--- config.mk ---
export PLATFORM = sky130hd
export DESIGN_NAME = skid_stage
export DESIGN_NICKNAME = d
export VERILOG_FILES = /design/src/rtl/skid_stage.sv
export SDC_FILE = /design/constraint.sdc
export NUM_CORES = 1
export LEC_CHECK = 0
export ABC_AREA = 1
export ABC_CLOCK_PERIOD_IN_PS = 1400
export BUFFER_PORTS_ARGS = -buffer_cell sky130_fd_sc_hd__buf_2
export CAP_MARGIN = 25
export CORE_MARGIN = 2
export CORE_UTILIZATION = 35
export DETAILED_ROUTE_END_ITERATION = 16
export GPL_ROUTABILITY_DRIVEN = 1
export GPL_TIMING_DRIVEN = 0
export PLACE_DENSITY = 0.54
export SKIP_LAST_GASP = 1
export SLEW_MARGIN = 20
export SYNTH_ARGS = -nofsm -noshare
export SYNTH_HDL_FRONTEND = slang
export SYNTH_SLANG_ARGS = --single-unit
--- constraint.sdc ---
create_clock -name clk -period 1.4 [get_ports clk]
set_input_delay 0.07 -clock clk [delete_from_list [all_inputs] [get_ports clk]]
set_output_delay 0.07 -clock clk [all_outputs]
set_load 0.1 [all_outputs]
--- src/rtl/skid_stage.sv ---
// Elastic two-entry skid slice: registered valid/ready on both sides,
// full 1 beat/cycle throughput, strict FIFO order.
module skid_stage #(
   parameter int WIDTH = 32
) (
   input  logic             clk,
   input  logic             rst_n,
   input  logic             s_valid,
   output logic             s_ready,
   input  logic [WIDTH-1:0] s_data,
   output logic             m_valid,
   input  logic             m_ready,
   output logic [WIDTH-1:0] m_data,
   output logic [1:0]       count
);

   typedef enum logic [1:0] {
      EMPTY = 2'd0,
      BUSY  = 2'd1,
      FULL  = 2'd2
   } state_t;

   state_t           state, state_n;
   logic [WIDTH-1:0] skid, skid_n;
   logic [WIDTH-1:0] data_n;
   logic             valid_n;
   logic             ready_n;
   logic [1:0]       count_n;
   logic             acc;
   logic             pop;

   assign acc = s_valid & s_ready;
   assign pop = m_valid & m_ready;

   always_ff @(posedge clk or negedge rst_n) begin
      if (!rst_n) begin
         state   <= EMPTY;
         skid    <= '0;
         m_data  <= '0;
         m_valid <= 1'b0;
         s_ready <= 1'b0;
         count   <= 2'd0;
      end else begin
         state   <= state_n;
         skid    <= skid_n;
         m_data  <= data_n;
         m_valid <= valid_n;
         s_ready <= ready_n;
         count   <= count_n;
      end
   end

   always_comb begin
      state_n = state;
      skid_n  = skid;
      data_n  = m_data;
      unique case (state)
         EMPTY: begin
            if (acc) begin
               data_n  = s_data;
               state_n = BUSY;
            end
         end
         BUSY: begin
            if (acc && pop) begin
               data_n = s_data;
            end else if (acc) begin
               skid_n  = s_data;
               state_n = FULL;
            end else if (pop) begin
               state_n = EMPTY;
            end
         end
         FULL: begin
            if (pop) begin
               data_n  = skid;
               state_n = BUSY;
            end
         end
         default: state_n = EMPTY;
      endcase
   end

   // Every output flop is loaded from the next state, so none of them
   // has a combinational path from s_valid or m_ready.
   always_comb begin
      valid_n = (state_n != EMPTY);
      ready_n = (state_n != FULL);
      count_n = 2'd0;
      unique case (state_n)
         EMPTY:   count_n = 2'd0;
         BUSY:    count_n = 2'd1;
         FULL:    count_n = 2'd2;
         default: count_n = 2'd0;
      endcase
   end

endmodule

==> qor.csv, run 1 <==
metric;value;unit
grt_max_degree;40;
holdCritStartpoint;m_ready;
tightest_slew;0.492;ns
grt_overflow;0;
clock_latency;0.35;ns
cts_root_buffer;clkbuf_8;
setup_viol;0;
critPathKind;flop to flop;
arrival;1.55;ns
grt_pass1_wl;14700;µm
rsz0062_at_grt;yes;
detailed_place.area;0.00375;mm²
final_common_cell;nand2_1;
maxSlewHeadroom;67.4;%
synthToLayoutAreaGrowth;35.9;%
rows;35;
r2r-end;m_data[17];
drt-total-wl;8880;µm
clockBufferDepth;2;
worst_slack;0.0896;ns
cts_tree;yes;
ys_seq_area_share;54.3;%
antenna_found_initial;0;
rr_startpoint;state[1];
grt_pass1_vias;3069;
hpwl;5700;µm
max_stage_delay;0.36;ns
clkTransAtPathRegs;0.07;ns
final-instance-count-excl-fill;639;
fmax;0.763;GHz
place_inst;590;
die_w;100;µm
synth_top_area_cell;dfrtp_1;
timing_hold_violations_final;0;
skew;0.00781;ns
syn_inst;407;
r2r_slack;0.09;ns
grt_util_all_layers;19.0;%
via_count;3074;
pre_cts_ws;-0.0473;ns
cts_buffers;9;
period_share;93.6;%
whs_path_depth;4;
cts.htree.levels;3;
yosys_warnings;0;
drive_gt1_share;23.9;%
die_h;100;µm
synth_cell_types;15;
syn_avg_cell_area;7.92;µm²
first_pass_iters;4;
syn-num-nets;443;
wl_per_cell;13.9;µm
yosysTopAreaCellShare;54.3;%
hold_end;skid[0];
place.gp.congestion;0.813;
design_area;0.00438;mm²
detail-route-antenna-nets;0;
final-max-slew-violation-count;0;
fin_crit;1.31;ns
final_cell_mix;195 x nand2_1, 96 x nand3_1, 76 x buf_2;
dr.first_iter.drc_count;132;
cp_data_required_time;1.64;ns
crit_path_top_delay_cell;dfrtp_1;
ys_seq_elements;70;
start_util;35.4;%
drc;0;
io_pins;72;
final_nets;560;
clock-sinks;70;
viasPerCell;4.81;
die-area;0.0100;mm²
netlist_area;0.00322;mm²
port_buffers;71;
start_kind;flop;
r2r_cells;8;
cp-end-kind;flop;
core_region_area;0.00911;mm²
crit_chain;buf_4 > inv_2 > nand3_4 > nand2_8 > nand2_8 > buf_6 > nand2_1 > nand2_1;
min_path_type;primary input to flop;
antennaDiodeCount;0;
synth_area_leaders;dfrtp_1 54%, nand2_1 23%, nand3_1 15%;
critPathMaxFanout;10;
status;finished, final reports clean;
maxCapViolations;0;
fill_cells;943;
==> layer usage <==
| layer | up-vias | global-route usage [%] | wire length (µm) |
|---|---|---|---|
| li1 | 1539 | - | - |
| met1 | 1448 | 25.8 | 4140 |
| met2 | 76 | 30.1 | 4170 |
| met3 | 11 | 3.62 | 416 |
| met4 | 0 | 7.59 | 155 |
| met5 | - | 0 | 0 |
==> worst max-delay path, delay by kind of cell, from the launching register on <==
| kind | cells | cell delay (ns) |
|---|---|---|
| and+or+nand+nor | 5 | 0.44 |
| DFF | 1 | 0.36 |
| buffers and inverters | 3 | 0.40 |
==> Yosys cell counts <==
cell type,number
nand2_1,196
nand3_1,96
dfrtp_1,70
buf_2,15
clkbuf_1,6
buf_4,5
buf_6,3
inv_2,3
nand2_2,3
o21ai_0,3
inv_1,2
nor2_1,2
a21oi_2,1
nand3_2,1
o21ai_2,1
==> how the worst max path moves through the flow <==
stage	endpoint	from	slack, ns	cells after the start
after floorplan	skid[10]	m_valid	0.01	5
after global placement	s_ready	rst_n	-0.46	1
after global routing	skid[23]	state[1]	-0.02	7
after detailed placement	count[0]	state[1]	-0.05	6
after CTS	m_data[17]	state[0]	-0.005	7
final	m_data[17]	state[1]	0.09	8
==> state kept, by name, summed over array words and instances, names as in the netlist <==
| name | cells |
|---|---|
| count | 2 |
| m_data | 32 |
| m_valid | 1 |
| s_ready | 1 |
| skid | 32 |
| state | 2 |
==> layout make-up <==
class                   count  area [µm²]  share of cell area (%)
plain buffers              29         225                    5.14
inverters                   5        23.8                   0.542
well taps                 111         139                    3.17
clock inverters             1        5.00                   0.114
flip-flops and latches     70        1760                    40.1
clock buffers              14         163                    3.71
multi-input cells         303        1340                    30.6
repair buffers            106         728                    16.6
==> per-stage QoR <==
step           utilization, %  hold WS [ns]  TNS (ns)
3_3_place_gp             40.9         0.321    -16.88
4_1_cts                  46.7        0.0653   -0.0114
2_1_floorplan               -        -0.226         0
3_5_place_dp             41.1        0.0490    -0.969
5_1_grt                  48.1         0.101   -0.0234
6_report                 48.1        0.0845         0
==> kinds of logic (layout without fill, tap and decap cells) <==
group / count (synthesis) / count (layout) / synth area share, %
simple gates: 298 / 298 / 38.8
flops: 70 / 70 / 54.3
buf+inv: 34 / 155 / 5.82
compound gates: 5 / 5 / 1.01
==> what timing repair did <==
action / CTS / global route
hold buffers: 33 / 0
endpoints found under the hold margin: 63 / 0
cloned: 0 / 0
pin swaps: 0 / 1
gates resized for setup: 2 / 42
endpoints found under the setup margin: 30 / 62
buffers inserted: 0 / 1
Power of run 1 is not shown: default switching activity piles up to over one toggle a cycle in this logic, so the estimate is an artifact.
==> run 2, diff against run 1 <==
--- a/config.mk
+++ b/config.mk
@@ -9,12 +9,14 @@
 export ABC_CLOCK_PERIOD_IN_PS = 1400
 export BUFFER_PORTS_ARGS = -buffer_cell sky130_fd_sc_hd__buf_2
 export CAP_MARGIN = 25
+export CELL_PAD_IN_SITES_DETAIL_PLACEMENT = 0
+export CELL_PAD_IN_SITES_GLOBAL_PLACEMENT = 1
 export CORE_MARGIN = 2
 export CORE_UTILIZATION = 35
 export DETAILED_ROUTE_END_ITERATION = 16
 export GPL_ROUTABILITY_DRIVEN = 1
 export GPL_TIMING_DRIVEN = 0
-export PLACE_DENSITY = 0.54
+export PLACE_DENSITY = 0.7
 export SKIP_LAST_GASP = 1
 export SLEW_MARGIN = 20
 export SYNTH_ARGS = -nofsm -noshare
==> qor.csv, run 2 (synthesized netlist as in run 1, its figures left out) <==
metric;value;unit;change
status;finished, final reports clean;;unchanged
grt_pass1_vias;3068;;was 3069
period_share;94.0;%;was 93.6%
cp_data_required_time;1.63;ns;was 1.64 ns
drc;0;;unchanged
setup_viol;0;;unchanged
core_region_area;0.00911;mm²;unchanged
antenna_found_initial;0;;unchanged
fmax;0.760;GHz;was 0.763 GHz
hpwl;5730;µm;was 5700 µm
reg_top3;m_data x32, skid x32;;unchanged
fin_tns_setup;0;ns;unchanged
r2r-end;m_data[8];;was m_data[17]
top_layer_used;met4;;unchanged
synthToLayoutAreaGrowth;36.7;%;was 35.9%
timing_hold_violations_final;0;;unchanged
io_pins;72;;unchanged
cts.htree.levels;3;;unchanged
antennaDiodeCount;0;;unchanged
grt_pass1_wl;14900;µm;was 14700 µm
whs_path_depth;3;;was 4
viasPerCell;4.73;;was 4.81
start_util;35.4;%;unchanged
die_w;100;µm;unchanged
min_path_type;primary input to flop;;unchanged
fill_cells;916;;was 943
worst_path_dominant_cell_family;simple AND/OR/NAND/NOR gates;;unchanged
rr_startpoint;state[0];;was state[1]
holdWs;0.0133;ns;was 0.0845 ns
port_buffers;71;;unchanged
cp-end-kind;flop;;unchanged
final_cell_mix;195 x nand2_1, 96 x nand3_1, 74 x buf_2;;was 195 x nand2_1, 96 x nand3_1, 76 x buf_2
fin_crit;1.32;ns;was 1.31 ns
hold_end;skid[31];;was skid[0]
first_pass_iters;4;;unchanged
wl_per_cell;13.9;µm;about the same
met2WireLength;4130;µm;was 4170 µm
maxCapViolations;0;;unchanged
dr.first_iter.drc_count;152;;was 132
wl_met1;4310;µm;was 4140 µm
drt-total-wl;8930;µm;was 8880 µm
via_count;3029;;was 3074
detail-route-antenna-nets;0;;unchanged
final-max-slew-violation-count;0;;unchanged
crit_chain;inv_4 > nand2_2 > nand2_8 > nand2_8 > buf_6 > nand2_1 > nand2_1;;was buf_4 > inv_2 > nand3_4 > nand2_8 > nand2_8 > buf_6 > nand2_1 > nand2_1
r2r_cells;7;;was 8
met3_length;416;µm;unchanged
max_stage_delay;0.44;ns;was 0.36 ns
cts_buffers;9;;unchanged
clkTransAtPathRegs;0.08;ns;was 0.07 ns
arrival;1.55;ns;about the same
place.gp.congestion;0.763;;was 0.813
tightest_slew;0.491;ns;was 0.492 ns
clock-sinks;70;;unchanged
cts_tree;yes;;unchanged
critPathMaxFanout;10;;unchanged
grt_max_degree;49;;was 40
final_nets;561;;was 560
start_kind;flop;;unchanged
skew;0.00978;ns;was 0.00781 ns
critPathKind;flop to flop;;unchanged
crit_path_top_delay_cell;dfrtp_1;;unchanged
regArea;0.00176;mm²;unchanged
cts_root_buffer;clkbuf_8;;unchanged
path_buf_inv;2;;was 3
die-area;0.0100;mm²;unchanged
grt_util_all_layers;18.8;%;was 19.0%
multi_input_area;0.00134;mm²;unchanged
r2r_slack;0.08;ns;was 0.09 ns
clock_latency;0.34;ns;was 0.35 ns
clockBufferDepth;2;;unchanged
drive_gt1_share;24.7;%;was 23.9%
die_h;100;µm;unchanged
maxSlewHeadroom;67.5;%;was 67.4%
grt_overflow;0;;unchanged
final_common_cell;nand2_1;;unchanged
holdCritStartpoint;s_data[31];;was m_ready
rows;35;;unchanged
-- run 2: cell count changes in the layout (fill, tap and decap cells not counted), moves of 2 or more --
| cell | before | now |
|---|---|---|
| buf_12 | 2 | 0 |
| buf_2 | 76 | 74 |
| buf_4 | 4 | 10 |
| buf_8 | 0 | 2 |
| clkbuf_8 | 11 | 9 |
| dlygate4sd3_1 | 33 | 30 |
-- run 2: worst max path at each step --
stage / endpoint / startpoint / slack [ns] / depth (start not counted)
3_3_place_gp: s_ready / rst_n / -0.46 / 1
4_1_cts: skid[8] / state[1] / -0.005 / 8
6_report: m_data[8] / state[0] / 0.08 / 7
2_1_floorplan: skid[10] / m_valid / 0.01 / 5
5_1_grt: m_data[24] / state[0] / -0.0002 / 7
3_5_place_dp: m_data[23] / state[0] / -0.05 / 7
-- run 2: repair_timing --
action                                  4_1_cts  5_1_grt
endpoints found under the setup margin       33       64
hold endpoints to repair                     99        0
hold buffers                                 30        0
setup buffers                                 2        2
gates cloned                                  0        1
pin swaps                                     1        2
resized for setup                             3       48
-- run 2: metal layers --
metal	up-vias	GRT usage [%]
li1	1533	-
met1	1414	25.8
met2	76	30.5
met3	6	3.90
met4	0	5.27
met5	-	0
-- run 2: metrics by stage --
step           setup WS (ns)  cell area [µm²]  utilization, %  std cells
2_1_floorplan         0.0123             3230               -        407
3_3_place_gp          -0.459             3720            40.9        589
3_5_place_dp         -0.0467             3750            41.2        590
4_1_cts             -0.00512             4260            46.8        638
5_1_grt            -0.000179             4410            48.4        641
6_report              0.0843             4410            48.4        641
-- run 2: final cells by class --
class / instances / share of cell area, %
well taps: 111 / 3.15
plain buffers: 29 / 5.53
multi-input cells: 303 / 30.4
inverters: 5 / 0.539
clock inverters: 4 / 1.08
clock buffers: 12 / 3.06
flip-flops and latches: 70 / 39.8
repair buffers: 107 / 16.3
-- run 2: worst reg2reg max path: stages, from the launching register on --
cell	delay, ns
dfrtp_1	0.44
inv_4	0.13
nand2_2	0.16
nand2_8	0.14
nand2_8	0.08
buf_6	0.15
nand2_1	0.07
nand2_1	0.05
Power of run 2 is left out for the same reason.
